### src/rtl/mtsp_sf_issue_seq.sv
`default_nettype none
// ============================================================================
// Module   : mtsp_sf_issue_seq
// Brief    : Serialises a 4-lane SF micro-op bundle into one lane issue per
//            cycle (X,Y,Z,W order), back-pressuring upstream until done.
// Revision : 1.0 - initial release
// ============================================================================
module mtsp_sf_issue_seq #(
  parameter int MO_W = 8,
  parameter int DW   = 32
) (
  input  logic              CLK,
  input  logic              nRST,
  input  logic              FLUSH,
  input  logic              IN_VALID,
  output logic              IN_READY,
  input  logic [3:0]        IN_LANE_EN,
  input  logic [4*MO_W-1:0] IN_MO,
  input  logic [4*DW-1:0]   IN_SRC,
  output logic              OUT_VALID,
  input  logic              OUT_READY,
  output logic [1:0]        OUT_LANE,
  output logic [MO_W-1:0]   OUT_MO,
  output logic [DW-1:0]     OUT_DIN,
  output logic              OUT_LAST,
  output logic              DONE
);

  typedef enum logic [0:0] {
    ST_IDLE  = 1'b0,
    ST_ISSUE = 1'b1
  } state_t;

  state_t            r_state, w_state_nxt;
  logic [3:0]        r_rem, w_rem_nxt, w_rem_left;
  logic [4*MO_W-1:0] r_mo, w_mo_nxt;
  logic [4*DW-1:0]   r_src, w_src_nxt;

  logic              r_out_valid, r_out_last, r_done;
  logic [1:0]        r_out_lane;
  logic [MO_W-1:0]   r_out_mo;
  logic [DW-1:0]     r_out_din;

  logic              w_fire, w_in_ready, w_accept, w_done_nxt;
  logic [1:0]        w_sel_lane, w_nxt_lane;
  logic              w_nxt_valid, w_nxt_last;
  logic [MO_W-1:0]   w_nxt_mo;
  logic [DW-1:0]     w_nxt_din;

  // Highest set mask bit wins; bit3 is lane X (index 0).
  function automatic logic [1:0] lane_of(input logic [3:0] m);
    casez (m)
      4'b1???: lane_of = 2'd0;
      4'b01??: lane_of = 2'd1;
      4'b001?: lane_of = 2'd2;
      default: lane_of = 2'd3;
    endcase
  endfunction

  always_comb begin
    w_fire     = r_out_valid & OUT_READY;
    // Empty bundles are refused while issuing so their DONE cannot collide.
    w_in_ready = !FLUSH & ((r_state == ST_IDLE) |
                 ((r_state == ST_ISSUE) & r_out_last & OUT_READY & (|IN_LANE_EN)));
    w_accept   = IN_VALID & w_in_ready;
    w_sel_lane = lane_of(r_rem);
    w_rem_left = w_fire ? (r_rem & ~(4'b1000 >> w_sel_lane)) : r_rem;

    w_state_nxt = r_state;
    w_rem_nxt   = w_rem_left;
    w_mo_nxt    = r_mo;
    w_src_nxt   = r_src;
    w_done_nxt  = 1'b0;

    if (FLUSH) begin
      w_state_nxt = ST_IDLE;
      w_rem_nxt   = 4'd0;
    end else begin
      w_done_nxt = (w_fire & r_out_last) |
                   (w_accept & (r_state == ST_IDLE) & (IN_LANE_EN == 4'd0));
      if (w_accept) begin
        w_rem_nxt   = IN_LANE_EN;
        w_mo_nxt    = IN_MO;
        w_src_nxt   = IN_SRC;
        w_state_nxt = (|IN_LANE_EN) ? ST_ISSUE : ST_IDLE;
      end else begin
        w_state_nxt = (|w_rem_left) ? ST_ISSUE : ST_IDLE;
      end
    end
  end

  // Issue outputs are precomputed from next-cycle state so they leave flops.
  always_comb begin
    w_nxt_lane  = lane_of(w_rem_nxt);
    w_nxt_valid = |w_rem_nxt;
    w_nxt_last  = w_nxt_valid & ((w_rem_nxt & (w_rem_nxt - 4'd1)) == 4'd0);
    w_nxt_mo    = '0;
    w_nxt_din   = '0;
    if (w_nxt_valid) begin
      case (w_nxt_lane)
        2'd0: begin
          w_nxt_mo  = w_mo_nxt[4*MO_W-1 -: MO_W];
          w_nxt_din = w_src_nxt[4*DW-1 -: DW];
        end
        2'd1: begin
          w_nxt_mo  = w_mo_nxt[3*MO_W-1 -: MO_W];
          w_nxt_din = w_src_nxt[3*DW-1 -: DW];
        end
        2'd2: begin
          w_nxt_mo  = w_mo_nxt[2*MO_W-1 -: MO_W];
          w_nxt_din = w_src_nxt[2*DW-1 -: DW];
        end
        default: begin
          w_nxt_mo  = w_mo_nxt[MO_W-1:0];
          w_nxt_din = w_src_nxt[DW-1:0];
        end
      endcase
    end
  end

  always_ff @(posedge CLK or negedge nRST) begin
    if (!nRST) begin
      r_state     <= ST_IDLE;
      r_rem       <= 4'd0;
      r_mo        <= '0;
      r_src       <= '0;
      r_out_valid <= 1'b0;
      r_out_lane  <= 2'd0;
      r_out_mo    <= '0;
      r_out_din   <= '0;
      r_out_last  <= 1'b0;
      r_done      <= 1'b0;
    end else begin
      r_state     <= w_state_nxt;
      r_rem       <= w_rem_nxt;
      r_mo        <= w_mo_nxt;
      r_src       <= w_src_nxt;
      r_out_valid <= w_nxt_valid;
      r_out_lane  <= w_nxt_valid ? w_nxt_lane : 2'd0;
      r_out_mo    <= w_nxt_mo;
      r_out_din   <= w_nxt_din;
      r_out_last  <= w_nxt_last;
      r_done      <= w_done_nxt;
    end
  end

  assign IN_READY  = w_in_ready;
  assign OUT_VALID = r_out_valid;
  assign OUT_LANE  = r_out_lane;
  assign OUT_MO    = r_out_mo;
  assign OUT_DIN   = r_out_din;
  assign OUT_LAST  = r_out_last;
  assign DONE      = r_done;

endmodule
`default_nettype wire
### config.mk
export PLATFORM = sky130hd
export DESIGN_NAME = mtsp_sf_issue_seq
export DESIGN_NICKNAME = d
export VERILOG_FILES = /design/src/rtl/mtsp_sf_issue_seq.sv
export SDC_FILE = /design/constraint.sdc
export NUM_CORES = 1
export LEC_CHECK = 0
export BUFFER_PORTS_ARGS = -buffer_cell sky130_fd_sc_hd__buf_2
export CAP_MARGIN = 20
export CORE_MARGIN = 2
export CORE_UTILIZATION = 59
export DETAILED_ROUTE_END_ITERATION = 10
export PLACE_DENSITY = 0.85
export SYNTH_ARGS = -nofsm -noshare
export SYNTH_HDL_FRONTEND = slang
export SYNTH_SLANG_ARGS = --single-unit
### constraint.sdc
create_clock -name CLK -period 5.26 [get_ports CLK]
set_clock_uncertainty 0.1 [all_clocks]
set_input_delay 0.526 -clock CLK [delete_from_list [all_inputs] [get_ports CLK]]
set_output_delay 0.526 -clock CLK [all_outputs]
set_load 0.01 [all_outputs]
; After elaboration in Yosys (flattened, before gate mapping)
; Cells that the tools add are included.
[word_totals]
reg_bits = 210
inputBits = 169
wordCells = 60
[classes]
add_sub_neg = 1
eq_ne = 6
shifts = 1
muxes = 19
bitwise = 16
reduce_logical = 7
[ops]
columns = cell, count
row1 = 2-to-1 mux 128 bit, 2
row2 = 2-to-1 mux 32 bit, 3
row3 = one-hot mux 32 bit (3 select lines), 1
row4 = one-hot mux 8 bit (3 select lines), 1
row5 = 2-to-1 mux 4 bit, 3
row6 = one-hot mux 2 bit (3 select lines), 2
row7 = OR reduction 4 bit, 3
row8 = AND 1 bit, 10
row9 = AND 4 bit, 2
row10 = logical NOT 4 bit, 2
row11 = 2-to-1 mux 8 bit, 1
row12 = "equality test 2 x 1 -> 1 bit, second input constant", 3
row13 = "equality test 3 x 1 -> 1 bit, second input constant", 2
row14 = 2-to-1 mux 1 bit, 5
row15 = inverter 4 bit, 1
row16 = ">> shifter 4 x 2 -> 4 bit, first input constant", 1
row17 = "subtractor 4 x 1 -> 4 bit, second input constant", 1
row18 = "equality test 2 bit, second input constant", 1
row19 = logical NOT 2 bit, 1
row20 = 2-to-1 mux 2 bit, 1
row21 = bitwise OR 1 bit, 2
row22 = logical NOT 1 bit, 1
row23 = inverter 1 bit, 1

; Logic depth before layout (Yosys ltp)
[depth]
depth_word = 13
ltp_mapped = 8
depth_no_buf = 6

; Worst setup path before layout
; OpenSTA, ideal clock, no wires.
[synth_timing]
path_kind = input -> register
start = in IN_LANE_EN[3]
end = reg r_out_din[21] (netlist: OUT_DIN[21])
t_arrival_ns = 2.242
path_slack_ns = 2.797
cell_stages = 7
n_path_buf = 2
path_cell_list = nor4_1 o21a_1 buf_2 mux2i_4 nand3_2 buf_2 o22a_1
[synth_between]
elab_chain_cells = 12
elab_cells_between_ends = 18
[synth_lines]
columns = item, line
row1 = "start, declared", 17  ; input logic [3:0] IN_LANE_EN,
row2 = OR reduction 4 bit, 64  ; ((r_state == ST_ISSUE) & r_out_last & OUT_READY & (|IN_LANE_EN)));
row3 = AND 1 bit, 64
row4 = bitwise OR 1 bit, 63  ; w_in_ready = !FLUSH & ((r_state == ST_IDLE) |
row5 = AND 1 bit, 63
row6 = AND 1 bit, 65  ; w_accept = IN_VALID & w_in_ready;
row7 = 2-to-1 mux 4 bit, 81  ; if (w_accept) begin
row8 = 2-to-1 mux 4 bit, 75  ; if (FLUSH) begin
row9 = equality test 3 x 1 -> 1 bit / equality test 2 x 1 -> 1 bit (equally long branches), 52  ; casez (m)
row10 = one-hot mux 2 bit (3 select lines), 52
row11 = equality test 2 bit (tied with other cells), 100  ; case (w_nxt_lane)
row12 = one-hot mux 32 bit (3 select lines), 100
row13 = 2-to-1 mux 32 bit (*), 99  ; if (w_nxt_valid) begin
row14 = named net w_nxt_din[21], 48  ; logic [DW-1:0] w_nxt_din;
row15 = "end signal, assigned", 141  ; r_out_din <= w_nxt_din;
row16 = "end, declared", 42  ; logic [DW-1:0] r_out_din;
; Mark *: on every way through the listed nets, which the timed path passes. The rest lies on a longest branch.

; Worst setup path after layout
[layout_timing]
start = in IN_LANE_EN[1]
end = reg r_out_din[15] (netlist: OUT_DIN[15])
; Same word-level chain as after synthesis.

==> impl_metrics.yaml <==
synth:
  proportion_of_synthesized_area_in_mux_cells_pct: 9.60
  synth_simple_gate_area_share_pct: 23.6
  synthArstFlopShare_pct: 100
  synth_enable_flop_cells: 0
  synthesis.instances: 1063
  synthDominantCellAreaShare_pct: 51.6
  syn_avg_cell_area_sq_um: 9.57
  postSynthRegisterBits: 210
  yosysWarnings: 0
  synth.net_count: 1232
  post_synth_xor_area_fraction_pct: 0.0861
  area_fraction_in_compound_gates_after_synthesis_pct: 10.9
  post_synth_main_area_contributors: "dfrtp_1, nand2_1, mux2_2, nor2b_1, nand3_1"
  synth_cell_type_count: 50
  yosysSeqAreaShare_pct: 51.6
  synth-main-ff-cell: "dfrtp_1"
  synth_fa_ha_area_share_pct: 0
  synth_top_family_by_area: "simple AND/OR/NAND/NOR gates"
  synthesized_area_sq_um: 10200
  yosysTopAreaCell: "dfrtp_1"
drt:
  wl_mm: 26.7
  drc: 0
  drt-vias-per-instance: 5.78
  detail_route.first_pass.iterations: 5
  postRouteAntennaNets: 0
  detail_route.iter0.violations: 806
  num_vias: 8563
  routedWlPerCell_um: 18.0
floorplanning:
  fp.dieW_um: 135
  die_height_um: 135
  core_sq_um: 17100
  ios: 215
  start_util_pct: 59.7
  std_cell_rows: 48
  floorplan.die_area_sq_um: 18300
power:
  power.ir.vdd_worst_mv: 0.430
  power.density_nw_per_um2: 517
  static-leakage-power_nw: 6.01
critical_path:
  cp_num_buf_inv: 2
  crit_path_end_kind: "flip-flop"
  cp_data_arrival_time_ns: 3.64
  slowest_stage: "mux2_4"
  setup.worst_path.class: "input port to flip-flop"
  timing.critical_path.max_delay_family: "simple AND/OR/NAND/NOR gates"
  crit_path_max_incr_delay_ns: 0.60
  ff2ff_path_depth: 6
  cp_max_fo: 41
  critPathLaunchType: "input port"
  cp.depth: 7
  timing.critical_path.cells: "buf_2 -> or4_4 -> a21oi_4 -> mux2_4 -> inv_2 -> nor2_2 -> a22oi_1"
  data_required_time_at_the_worst_endpoint_ns: 5.50
cells_and_area:
  num_antenna_cells: 0
  areaGrowthSynthToFinish_pct: 19.2
  multi_input_area_sq_um: 4530
  final_layout_size_suffix_gt1_share_pct: 29.3
  num-nets-final: 1409
  filler_cell_count: 1259
  finish.instance_area_sq_um: 12100
  seqCellArea_sq_um: 5260
clocking:
  cts_buffers: 23
  cts-hold-fix-buffers: 0
  clock_tree_from_tritoncts: "done"
  clock_sink_count: 210
  clock_path_buffers: 3
  clk_root_buffer_cell: "clkbuf_16"
  post_cts.resized_instances: 0
  htree_depth: 1
  worst_skew_pair.late_latency_ns: 0.50
  cts.clk_slew.worst_paths_ns: 0.06
  cts_post_setup_buffers_inserted: 0
status:
  result_of_the_run: "finished, final reports clean"
timing:
  worst_pin_slew_ns: 1.01
  timing.final.crit_share_pct: 64.6
  unrepaired_setup_endpoints_after_global_routing: "no"
  timing.setup.tns_ns: 0
  timing_max_transition_violations_final: 0
  post-route-min-period_ns: 3.40
  finalHoldViolCount: 0
  maxSlewHeadroom_pct: 32.5
  fmaxAchievable_mhz: 294
  final-setup-viol-count: 0
  timing.hold.ws_ns: 0.0140
placement:
  port_buffers: 214
  finalWeightedCongestion: 0.852
  postPlaceCellArea_sq_um: 11400
  detailed_place_hpwl_mm: 17.4
grt:
  antenna_found_initial: 1
  grt_pass1_wl_mm: 42.8
  grt_pass1_vias: 8551
  globalRouteOverflowTotal: 0
  grt.total_usage_pct: 29.4
  maximum_number_of_pins_on_one_net_before_global_route_repair: 107
run:
  max_cap_viol_count: 0
worst_hold_path:
  type_of_the_tightest_min_delay_check: "input port to asynchronous set/reset pin"
-- Yosys cell counts, types with 15 or more instances --
cell type	instances
nor2b_1	45
dfrtp_1	210
nor2_1	15
nor3_1	30
clkbuf_1	41
mux2_2	71
nand2_1	343
inv_1	17
nand3_1	42
a22oi_1	26
a21oi_1	18
o22a_1	15
buf_2	32
-- layout make-up --
class | count | share of cell area [%]
Tap cell | 225 | 2.32
Multi-Input combinational cell | 757 | 37.4
Clock inverter | 9 | 0.702
Timing Repair Buffer | 230 | 10.1
Clock buffer | 33 | 5.63
Inverter | 18 | 0.557
Sequential cell | 210 | 43.3
-- placed cells by master, fill, tap and decap left out, types with 17 or more instances in the layout --
master       n
nand3_1     42
dfrtp_1    210
a21oi_1     18
nor3_1      30
inv_1       17
nor2b_1     45
buf_2      213
a22oi_1     26
nand2_1    343
clkbuf_16   23
mux2_2      71
-- sequential cells by signal, summed over array words and instances (netlist names) --
name / count
DONE: 1
OUT_DIN: 32
OUT_LANE: 2
OUT_LAST: 1
OUT_MO: 8
OUT_VALID: 1
r_mo: 32
r_rem: 4
r_src: 128
r_state: 1
-- per-stage QoR --
stage,power (W),cells,util [%],setup WS [ns]
finish,0.00627,1482,71.1,1.86
global route,0.00663,1482,71.1,1.69
CTS,0.00627,1482,71.1,1.92
detailed placement,0.00463,1440,66.6,1.44
global placement,0.00454,1440,66.6,1.50
floorplan,0.00397,1063,-,2.80
-- routing by layer --
layer  wire length (um)  up-vias  global-route usage, %  part of all wire, %
met1              11200     4148                   41.3                   42
met4                934        0                   10.9                  3.5
met5                  0        -                      0                    0
li1                   -     3956                      -                    -
met2              12600      386                   46.4                   47
met3               1930       73                   4.79                  7.2
-- where the power goes --
group          internal, W  switching (W)  total (W)
logic             0.000782        0.00111    0.00190
clock network     0.000956       0.000661    0.00162
registers          0.00240       0.000353    0.00275
total              0.00414        0.00213    0.00627
-- final timing paths --
path | from | endpoint | slack [ns]
worst min-delay path | nRST | r_src[29] | 0.01
max in group asynchronous | nRST | r_src[33] | 3.99
worst max-delay path | IN_LANE_EN[1] | OUT_DIN[15] | 1.86
worst max register to register | OUT_LAST | OUT_DIN[15] | 2.12
worst min register to register | r_src[64] | r_src[64] | 0.36
min in group CLK | IN_SRC[87] | r_src[87] | 0.13
-- cell families (layout without fill, tap and decap cells) --
kind of cell    count (synthesis)  in the layout
flops                         210            210
mux                            87             87
compound gates                135            135
simple gates                  534            534
buf+inv                        96            290
xor+xnor                        1              1
No activity file was read; power rests on OpenSTA's default activity.
